--- config.mk ---
export PLATFORM = sky130hd
export DESIGN_NAME = regdump_reader
export DESIGN_NICKNAME = d
export VERILOG_FILES = /design/src/rtl/regdump_reader.sv
export SDC_FILE = /design/constraint.sdc
export NUM_CORES = 1
export LEC_CHECK = 0
export ABC_AREA = 1
export BUFFER_PORTS_ARGS = -buffer_cell sky130_fd_sc_hd__clkbuf_2
export CAP_MARGIN = 20
export CORE_UTILIZATION = 53
export DETAILED_ROUTE_END_ITERATION = 8
export PLACE_DENSITY = 0.75
export SLEW_MARGIN = 20
export SYNTH_ARGS = -nofsm -noshare
export SYNTH_HDL_FRONTEND = slang
export SYNTH_SLANG_ARGS = --single-unit
--- constraint.sdc ---
create_clock -name clk -period 2.2 [get_ports clk]
set_clock_uncertainty 0.15 [all_clocks]
set_input_delay 0.33 -clock clk [delete_from_list [all_inputs] [get_ports clk]]
set_output_delay 0.33 -clock clk [all_outputs]
set_load 0.01 [all_outputs]
--- src/rtl/regdump_reader.sv ---
// Register-file dump streamer: reads 2**NB_ADDR words and emits them LSB-byte-first on a valid/ready byte stream.
// Optional macro REGDUMP_HEADER_EN prepends a single 8'hA5 header byte to every dump.
module regdump_reader #(
  parameter int NB_DATA = 32,
  parameter int NB_ADDR = 5,
  parameter int NB_BYTE = 8
) (
  input  logic               clk,
  input  logic               i_rst,
  input  logic               i_start,
  output logic               o_busy,
  output logic               o_done,
  output logic [NB_ADDR-1:0] o_rd_addr,
  input  logic [NB_DATA-1:0] i_rd_data,
  output logic [NB_BYTE-1:0] o_tx_data,
  output logic               o_tx_valid,
  input  logic               i_tx_ready
);

  // Stream handshake: a byte moves only on a cycle with o_tx_valid=1 and i_tx_ready=1;
  // once raised, o_tx_valid and o_tx_data stay stable until that transfer (or reset).

  localparam int NB_BYTES = NB_DATA / NB_BYTE;
  localparam int NB_CNT   = (NB_BYTES > 1) ? $clog2(NB_BYTES) : 1;
  localparam logic [NB_BYTE-1:0] HDR_BYTE = NB_BYTE'(8'hA5);

  typedef enum logic [2:0] {
    S_IDLE   = 3'd0,
    S_HEADER = 3'd1,
    S_LOAD   = 3'd2,
    S_SEND   = 3'd3,
    S_DONE   = 3'd4
  } state_t;

  state_t               r_state;
  state_t               w_next;
  logic [NB_DATA-1:0]   r_shift;
  logic [NB_CNT-1:0]    r_cnt;
  logic [NB_ADDR-1:0]   r_addr;
  logic                 w_xfer;
  logic                 w_last_byte;
  logic                 w_last_addr;

  assign w_xfer      = o_tx_valid && i_tx_ready;
  assign w_last_byte = (r_cnt == NB_CNT'(NB_BYTES - 1));
  assign w_last_addr = (r_addr == {NB_ADDR{1'b1}});
  assign o_rd_addr   = r_addr;

  always_ff @(posedge clk) begin
    if (i_rst) r_state <= S_IDLE;
    else       r_state <= w_next;
  end

  always_comb begin
    w_next = r_state;
    case (r_state)
      S_IDLE: begin
        if (i_start) begin
`ifdef REGDUMP_HEADER_EN
          w_next = S_HEADER;
`else
          w_next = S_LOAD;
`endif
        end
      end
      S_HEADER: if (w_xfer) w_next = S_LOAD;
      S_LOAD:   w_next = S_SEND;
      S_SEND: begin
        if (w_xfer && w_last_byte) w_next = w_last_addr ? S_DONE : S_LOAD;
      end
      S_DONE:   w_next = S_IDLE;
      default:  w_next = S_IDLE;
    endcase
  end

  always_comb begin
    o_busy     = (r_state != S_IDLE);
    o_done     = (r_state == S_DONE);
    o_tx_valid = (r_state == S_SEND) || (r_state == S_HEADER);
    o_tx_data  = '0;
    if (r_state == S_SEND)        o_tx_data = r_shift[NB_BYTE-1:0];
    else if (r_state == S_HEADER) o_tx_data = HDR_BYTE;
  end

  // Address only advances on the final byte of a word, so it is stable across LOAD and SEND.
  always_ff @(posedge clk) begin
    if (i_rst) begin
      r_shift <= '0;
      r_cnt   <= '0;
      r_addr  <= '0;
    end else begin
      case (r_state)
        S_LOAD: begin
          r_shift <= i_rd_data;
          r_cnt   <= '0;
        end
        S_SEND: begin
          if (w_xfer) begin
            r_shift <= r_shift >> NB_BYTE;
            r_cnt   <= r_cnt + NB_CNT'(1);
            if (w_last_byte && !w_last_addr) r_addr <= r_addr + NB_ADDR'(1);
          end
        end
        S_DONE:  r_addr <= '0;
        default: ;
      endcase
    end
  end

endmodule

==> summary.txt, run 1 <==
Run status
  • Status: finished clean

Logic synthesis
  • Main combinational cell family by area after synthesis: simple AND/OR/NAND/NOR gates
  • Number of synthesized flops with an enable pin: 0
  • Synth Area in XOR/XNOR: 0.404%
  • Cell taking the most area after synthesis: dfxtp_1
  • Most frequent cells after synthesis: nand2_1, nor2_1, dfxtp_1, inv_1, a21oi_1
  • Number of distinct library cells after synthesis: 23
  • Yosys top cell area share: 38.8%
  • Post-synthesis mux area share: 0%
  • Synthesized area per cell: 6.34 um^2
  • Compound-Gate Fraction of Synth Area: 8.54%
  • Synthesized cell area: 2170 um^2
  • Post-synthesis simple-gate area fraction: 38.0%
  • Post-Synth Adder-Cell Area: 1.73%
  • Flops & latches, synth: 42
  • Post-synth ARST share: 0%
  • Post-Syn Instances: 342
  • Synth Flop Type: dfxtp_1
  • Post-synth net total: 381
  • Most frequent cell after synthesis: nand2_1
  • Sequential fraction of the synthesis area: 38.8%
  • Synth area leaders: dfxtp_1, nand2_1, nor2_1
  • Synth Warn #: 0

Setup path
  • Reg2Reg Depth: 10
  • Setup crit end kind: output pin
  • Startpoint types: register
  • FF-to-FF End: o_rd_addr[0]
  • R2r startpoint: o_rd_addr[0]
  • CP Class: register to output pin
  • CP max FO: 47
  • Reg2reg setup slack: 0.37 ns
  • Worst EP arrival: 1.50 ns
  • Crit path required time: 1.72 ns

CTS
  • CTS clk-pin slew, worst paths: 0.07 ns
  • CTS tree: built
  • Postcts setup bufs: 0
  • # clock sinks: 42
  • Clk_lat worst skew: 0.29 ns
  • CTS max path bufs: 2
  • Post_cts resized: 0
  • H-Tree Depth: 2
  • CTS Buf Count: 5
  • Clock root buffer: clkbuf_8
  • Hold-fix buffers, CTS: 0

Finish
  • # diodes: 0
  • Share of cells above drive strength 1: 17.8%
  • Final Cell Area: 2490 um^2
  • Nets: 426
  • Layout area overhead: 15.0%
  • Fillers: 371

Routing
  • ANT nets after route: 0
  • Final WL: 4180 um
  • Pre-antenna DRT Iters: 4
  • First DRT Iteration DRCs: 101
  • Residual DRC count: 0
  • Vias: 1,997
  • DR WL/cell: 9.62 um
  • Via-per-instance ratio: 4.59

Place
  • Placer congestion estimate: 0.814
  • Port bufs: 51
  • HPWL after DPL: 2820 um
  • DP Area: 2420 um^2

Die
  • Die Wd: 66.0 um
  • Die ar.: 4350 um^2
  • Die span in y: 66.0 um
  • Row count: 22
  • I/O Pins: 52
  • CORE AREA: 3800 um^2
  • Initial Utilization: 57.1%

Min path
  • Hold depth: 3
  • Min-delay src: i_rd_data[24]
  • Hold crit path type: input pin to register
  • Hold endpoint: r_shift[24]

GRT
  • First-pass GRT wire length: 7220 um
  • Initial antenna violation count: 0
  • GRT Util Overall: 21.3%
  • Pin count of the biggest net entering global routing: 60
  • Grt total ovfl: 0
  • Vias in the first global route: 1,692

STA
  • Final period util: 90.1%
  • Maximum clock rate: 0.505 GHz
  • Least-Margin Pin Slew: 0.596 ns
  • Min Tclk post-route: 1.98 ns
  • Setup TNS Final: 0 ns
  • Slew Viols, Final: 0
  • Unrepaired setup endpoints after global routing: false
  • Final setup vio count: 0
  • Max-slew headroom: 60.0%
  • Fin. Hold Viols: 0

Pwr
  • Pwr/cell area: 692 nW/um^2
  • Leakage Power: 0.00136 uW
  • VDD IR max: 0.331 mV

Job
  • Total of max-cap violations: 0
report_power, final:
part	internal, uW	switching (uW)	total [uW]
registers	837	34.2	871
logic	153	246	399
clock network	218	236	455
sequential cells by signal (all words and copies together) (netlist names):
name and cells:
o_rd_addr 5, r_shift 32, r_cnt 2, r_state 3
critical path: stages, from the launching register on:
cell,delay [ns]
dfxtp_1,0.58
nand3_2,0.17
buf_12,0.21
nor2_1,0.10
clkbuf_2,0.13
through the flow:
step                      total power (uW)  setup slack (ns)  utilization (%)  cells  hold slack, ns
final                                 1730             0.218             65.6    435           0.116
after detailed placement              1290             0.402             63.6    428           0.304
after global placement                1280             0.524             63.6    428           0.300
after CTS                             1750             0.223             65.6    435           0.114
after floorplan                       1200             0.567                -    342           0.249
after global routing                  1850             0.131             65.6    435           0.135
worst max path at each step:
stage | from | end | slack (ns) | cells after the start
after floorplan | o_rd_addr[0] | o_rd_addr[3] | 0.57 | 10
after global placement | o_rd_addr[0] | o_rd_addr[3] | 0.52 | 10
after detailed placement | o_rd_addr[0] | o_rd_addr[0] | 0.40 | 10
after CTS | r_state[1] | o_tx_data[6] | 0.22 | 4
after global routing | r_state[1] | o_tx_data[3] | 0.13 | 4
final | r_state[1] | o_tx_data[6] | 0.22 | 4
cell usage in the layout, fill, tap and decap left out, types with 3 or more instances in the layout:
cell type  instances
nand2_1          120
ha_1               3
clkbuf_2          51
a21oi_1           17
nand3_1           11
nor2_1            61
inv_1             38
clkbuf_8           5
dfxtp_1           42
o21ai_0            8
o21ai_1           12
kinds of logic (layout without fill, tap and decap cells):
kind of cell	after synthesis	count (layout)
fa+ha+maj	3	3
buf+inv	57	102
compound gates	37	37
flops	42	42
simple gates	202	202
xor+xnor	1	1
final cells by class:
class | count | area, um^2 | share of cell area, %
multi-input combinational | 243 | 1060 | 42.3
sequential | 42 | 841 | 33.7
timing repair buffer | 55 | 310 | 12.4
inverter | 40 | 150 | 6.02
clock buffer | 7 | 76.3 | 3.06
tap | 48 | 60.1 | 2.41
per-layer routing:
layer	up-vias	part of all wire (%)	track usage [%]
li1	1122	-	-
met1	814	50	27.6
met2	52	43	33.9
met3	9	4.5	4.48
met4	0	2.1	9.57
met5	-	0	0
Note: power is estimated with default switching activity, not from simulation.
==> run 2: changes to the inputs <==
--- a/config.mk
+++ b/config.mk
@@ -5,12 +5,11 @@
 export SDC_FILE = /design/constraint.sdc
 export NUM_CORES = 1
 export LEC_CHECK = 0
-export ABC_AREA = 1
 export BUFFER_PORTS_ARGS = -buffer_cell sky130_fd_sc_hd__clkbuf_2
 export CAP_MARGIN = 20
 export CORE_UTILIZATION = 53
 export DETAILED_ROUTE_END_ITERATION = 8
-export PLACE_DENSITY = 0.75
+export PLACE_DENSITY = 0.76
 export SLEW_MARGIN = 20
 export SYNTH_ARGS = -nofsm -noshare
 export SYNTH_HDL_FRONTEND = slang
==> summary.txt, run 2 <==
Logic synthesis
  • Post-Syn Instances: 250
  • Main combinational cell family by area after synthesis: compound AO/OA/AOI/OAI gates
  • Synth area leaders: dfxtp_1, nand2_1, a21oi_1
  • Most frequent cells after synthesis: nand2_1, a21oi_1, dfxtp_1, a311oi_1
  • Post-Synth Adder-Cell Area: 1.80%
  • Number of synthesized flops with an enable pin: 0
  • Flops & latches, synth: 42
  • Post-synth net total: 289
  • Synthesized cell area: 2090 um^2
  • Synth Warn #: 0
  • Synthesized area per cell: 8.35 um^2
  • Sequential fraction of the synthesis area: 40.3%
  • Yosys top cell area share: 40.3%
  • Synth Flop Type: dfxtp_1
  • Post-synthesis mux area share: 1.08%
  • Post-synthesis simple-gate area fraction: 22.8%
  • Cell taking the most area after synthesis: dfxtp_1
  • Most frequent cell after synthesis: nand2_1
  • Post-synth ARST share: 0%
  • Number of distinct library cells after synthesis: 38
  • Synth Area in XOR/XNOR: 0%
  • Compound-Gate Fraction of Synth Area: 24.8%

CTS
  • Clock root buffer: clkbuf_8
  • CTS max path bufs: 2
  • # clock sinks: 42
  • CTS tree: built
  • H-Tree Depth: 2
  • Clk_lat worst skew: 0.29 ns
  • CTS Buf Count: 5
  • CTS clk-pin slew, worst paths: 0.08 ns
  • Postcts setup bufs: 0

Routing
  • Vias: 1,928
  • First DRT Iteration DRCs: 99
  • Via-per-instance ratio: 5.62
  • Residual DRC count: 0
  • Final WL: 4550 um
  • Pre-antenna DRT Iters: 4
  • DR WL/cell: 13.3 um
  • ANT nets after route: 0

Die
  • CORE AREA: 3720 um^2
  • Die Wd: 64.8 um
  • Initial Utilization: 56.2%
  • I/O Pins: 52
  • Row count: 22
  • Die span in y: 64.8 um
  • Die ar.: 4190 um^2

Pwr
  • P_int: 1290 uW
  • Pwr/cell area: 710 nW/um^2
  • Switching Fraction: 25.0%
  • Net Sw Power: 432 uW
  • VDD IR max: 0.427 mV
  • Comb pwr share: 15.0%
  • Leakage Power: 0.00103 uW
  • Reg power frac: 49.2%
  • Share of power burned in the clock network: 35.7%

STA
  • Fin. Hold Viols: 0
  • Setup TNS Final: 0 ns
  • Final period util: 90.1%
  • Unrepaired setup endpoints after global routing: false
  • Final setup margin: 0.217 ns
  • Min Tclk post-route: 1.98 ns
  • Hold_ws: 0.110 ns
  • Final setup vio count: 0
  • Least-Margin Pin Slew: 0.516 ns
  • Max-slew headroom: 65.4%
  • Slew Viols, Final: 0
  • Maximum clock rate: 0.504 GHz

Setup path
  • Worst path slowest cell: or3b_4
  • Setup crit end kind: output pin
  • CP delay by family, top: simple AND/OR/NAND/NOR gates
  • Buffers plus inverters on the worst setup path: 3
  • CP Class: register to output pin
  • Crit path required time: 1.72 ns
  • Startpoint types: register
  • CP cell instances: buf_4, or3b_4, clkinv_2, clkbuf_2
  • CP max FO: 10
  • Worst EP arrival: 1.50 ns
  • CP peak stage delay: 0.43 ns

Finish
  • Fillers: 352
  • Top reg by flops: r_shift
  • # diodes: 0
  • Most common cell after layout, fill and taps aside: nand2_1
  • Nets: 334
  • Max reg flops: 32
  • Most frequent cells in the layout: nand2_1, clkbuf_2, a21oi_1, dfxtp_1, a311oi_1
  • Share of cells above drive strength 1: 28.1%
  • Layout area overhead: 16.5%

Job
  • Total of max-cap violations: 0

Place
  • Port bufs: 51
  • DP Worst Slack: 0.273 ns
  • Placer congestion estimate: 0.787
  • HPWL after DPL: 3180 um

GRT
  • GRT Util Overall: 23.6%
  • Pin count of the biggest net entering global routing: 25
  • Vias in the first global route: 1,760
  • Initial antenna violation count: 0
  • Grt total ovfl: 0
  • First-pass GRT wire length: 7700 um

Run status
  • Status: finished clean

Min path
  • Hold crit path type: input pin to register
==> run 2: kinds of logic after synthesis <==
| family | after synthesis |
|---|---|
| AO/OA/AOI/OAI | 81 |
| adder cells (fa/ha/maj) | 3 |
| buffers and inverters | 30 |
| flip-flops | 42 |
| multiplexers | 2 |
| AND/OR/NAND/NOR | 92 |
==> run 2: power by group through the flow <==
stage / clock network, uW / logic [uW] / registers [uW]
after floorplan: 0 / 199 / 855
after global placement: 0 / 257 / 865
after detailed placement: 0 / 260 / 866
after CTS: 625 / 261 / 849
after global routing: 657 / 291 / 858
final: 616 / 260 / 850
==> run 2: area by class of cell <==
class	count	area (um^2)	area share, %
Multi-Input combinational cell	178	1050	43.4
Sequential cell	42	842	34.6
Timing Repair Buffer	62	338	13.9
Clock buffer	6	82.6	3.40
Tap cell	48	60.1	2.47
Clock inverter	1	30.0	1.24
Inverter	6	23.8	0.978
==> run 2: path summary, 6_finish.rpt <==
check           startpoint            to  slack (ns)  cells past startpoint
max             r_state[1]        o_done        0.22                      4
min          i_rd_data[30]   r_shift[30]        0.11                      3
max reg2reg   o_rd_addr[0]  o_rd_addr[3]        0.25                      5
min reg2reg    r_shift[31]   r_shift[23]        0.32                      2
==> run 2: worst register-to-register path, delay by kind of cell, from the launching register on <==
kind                     cells  cell delay (ns)
multiplexers                 1             0.37
adder cells (fa/ha/maj)      2             0.49
AND/OR/NAND/NOR              2             0.49
flip-flops                   1             0.35
==> run 2: per-stage QoR <==
stage	area, um^2	total power, uW	std cells	utilization, %
global route	2430	1810	343	65.4
floorplan	2090	1050	250	-
finish	2430	1730	343	65.4
global placement	2320	1120	336	62.3
detailed placement	2320	1130	336	62.3
CTS	2430	1740	343	65.4
==> run 2: per-layer routing <==
layer	share of wire, %	vias up	global-route usage [%]
met4	1.5	0	11.1
met2	46	52	38.7
li1	-	996	-
met1	48	876	29.9
met3	4.1	4	4.23
met5	0	-	0
==> run 2: repair_timing <==
action,in CTS,in global routing
hold endpoints to repair,0,0
endpoints found under the setup margin,0,4
resized for setup,0,2
hold buffers,0,0
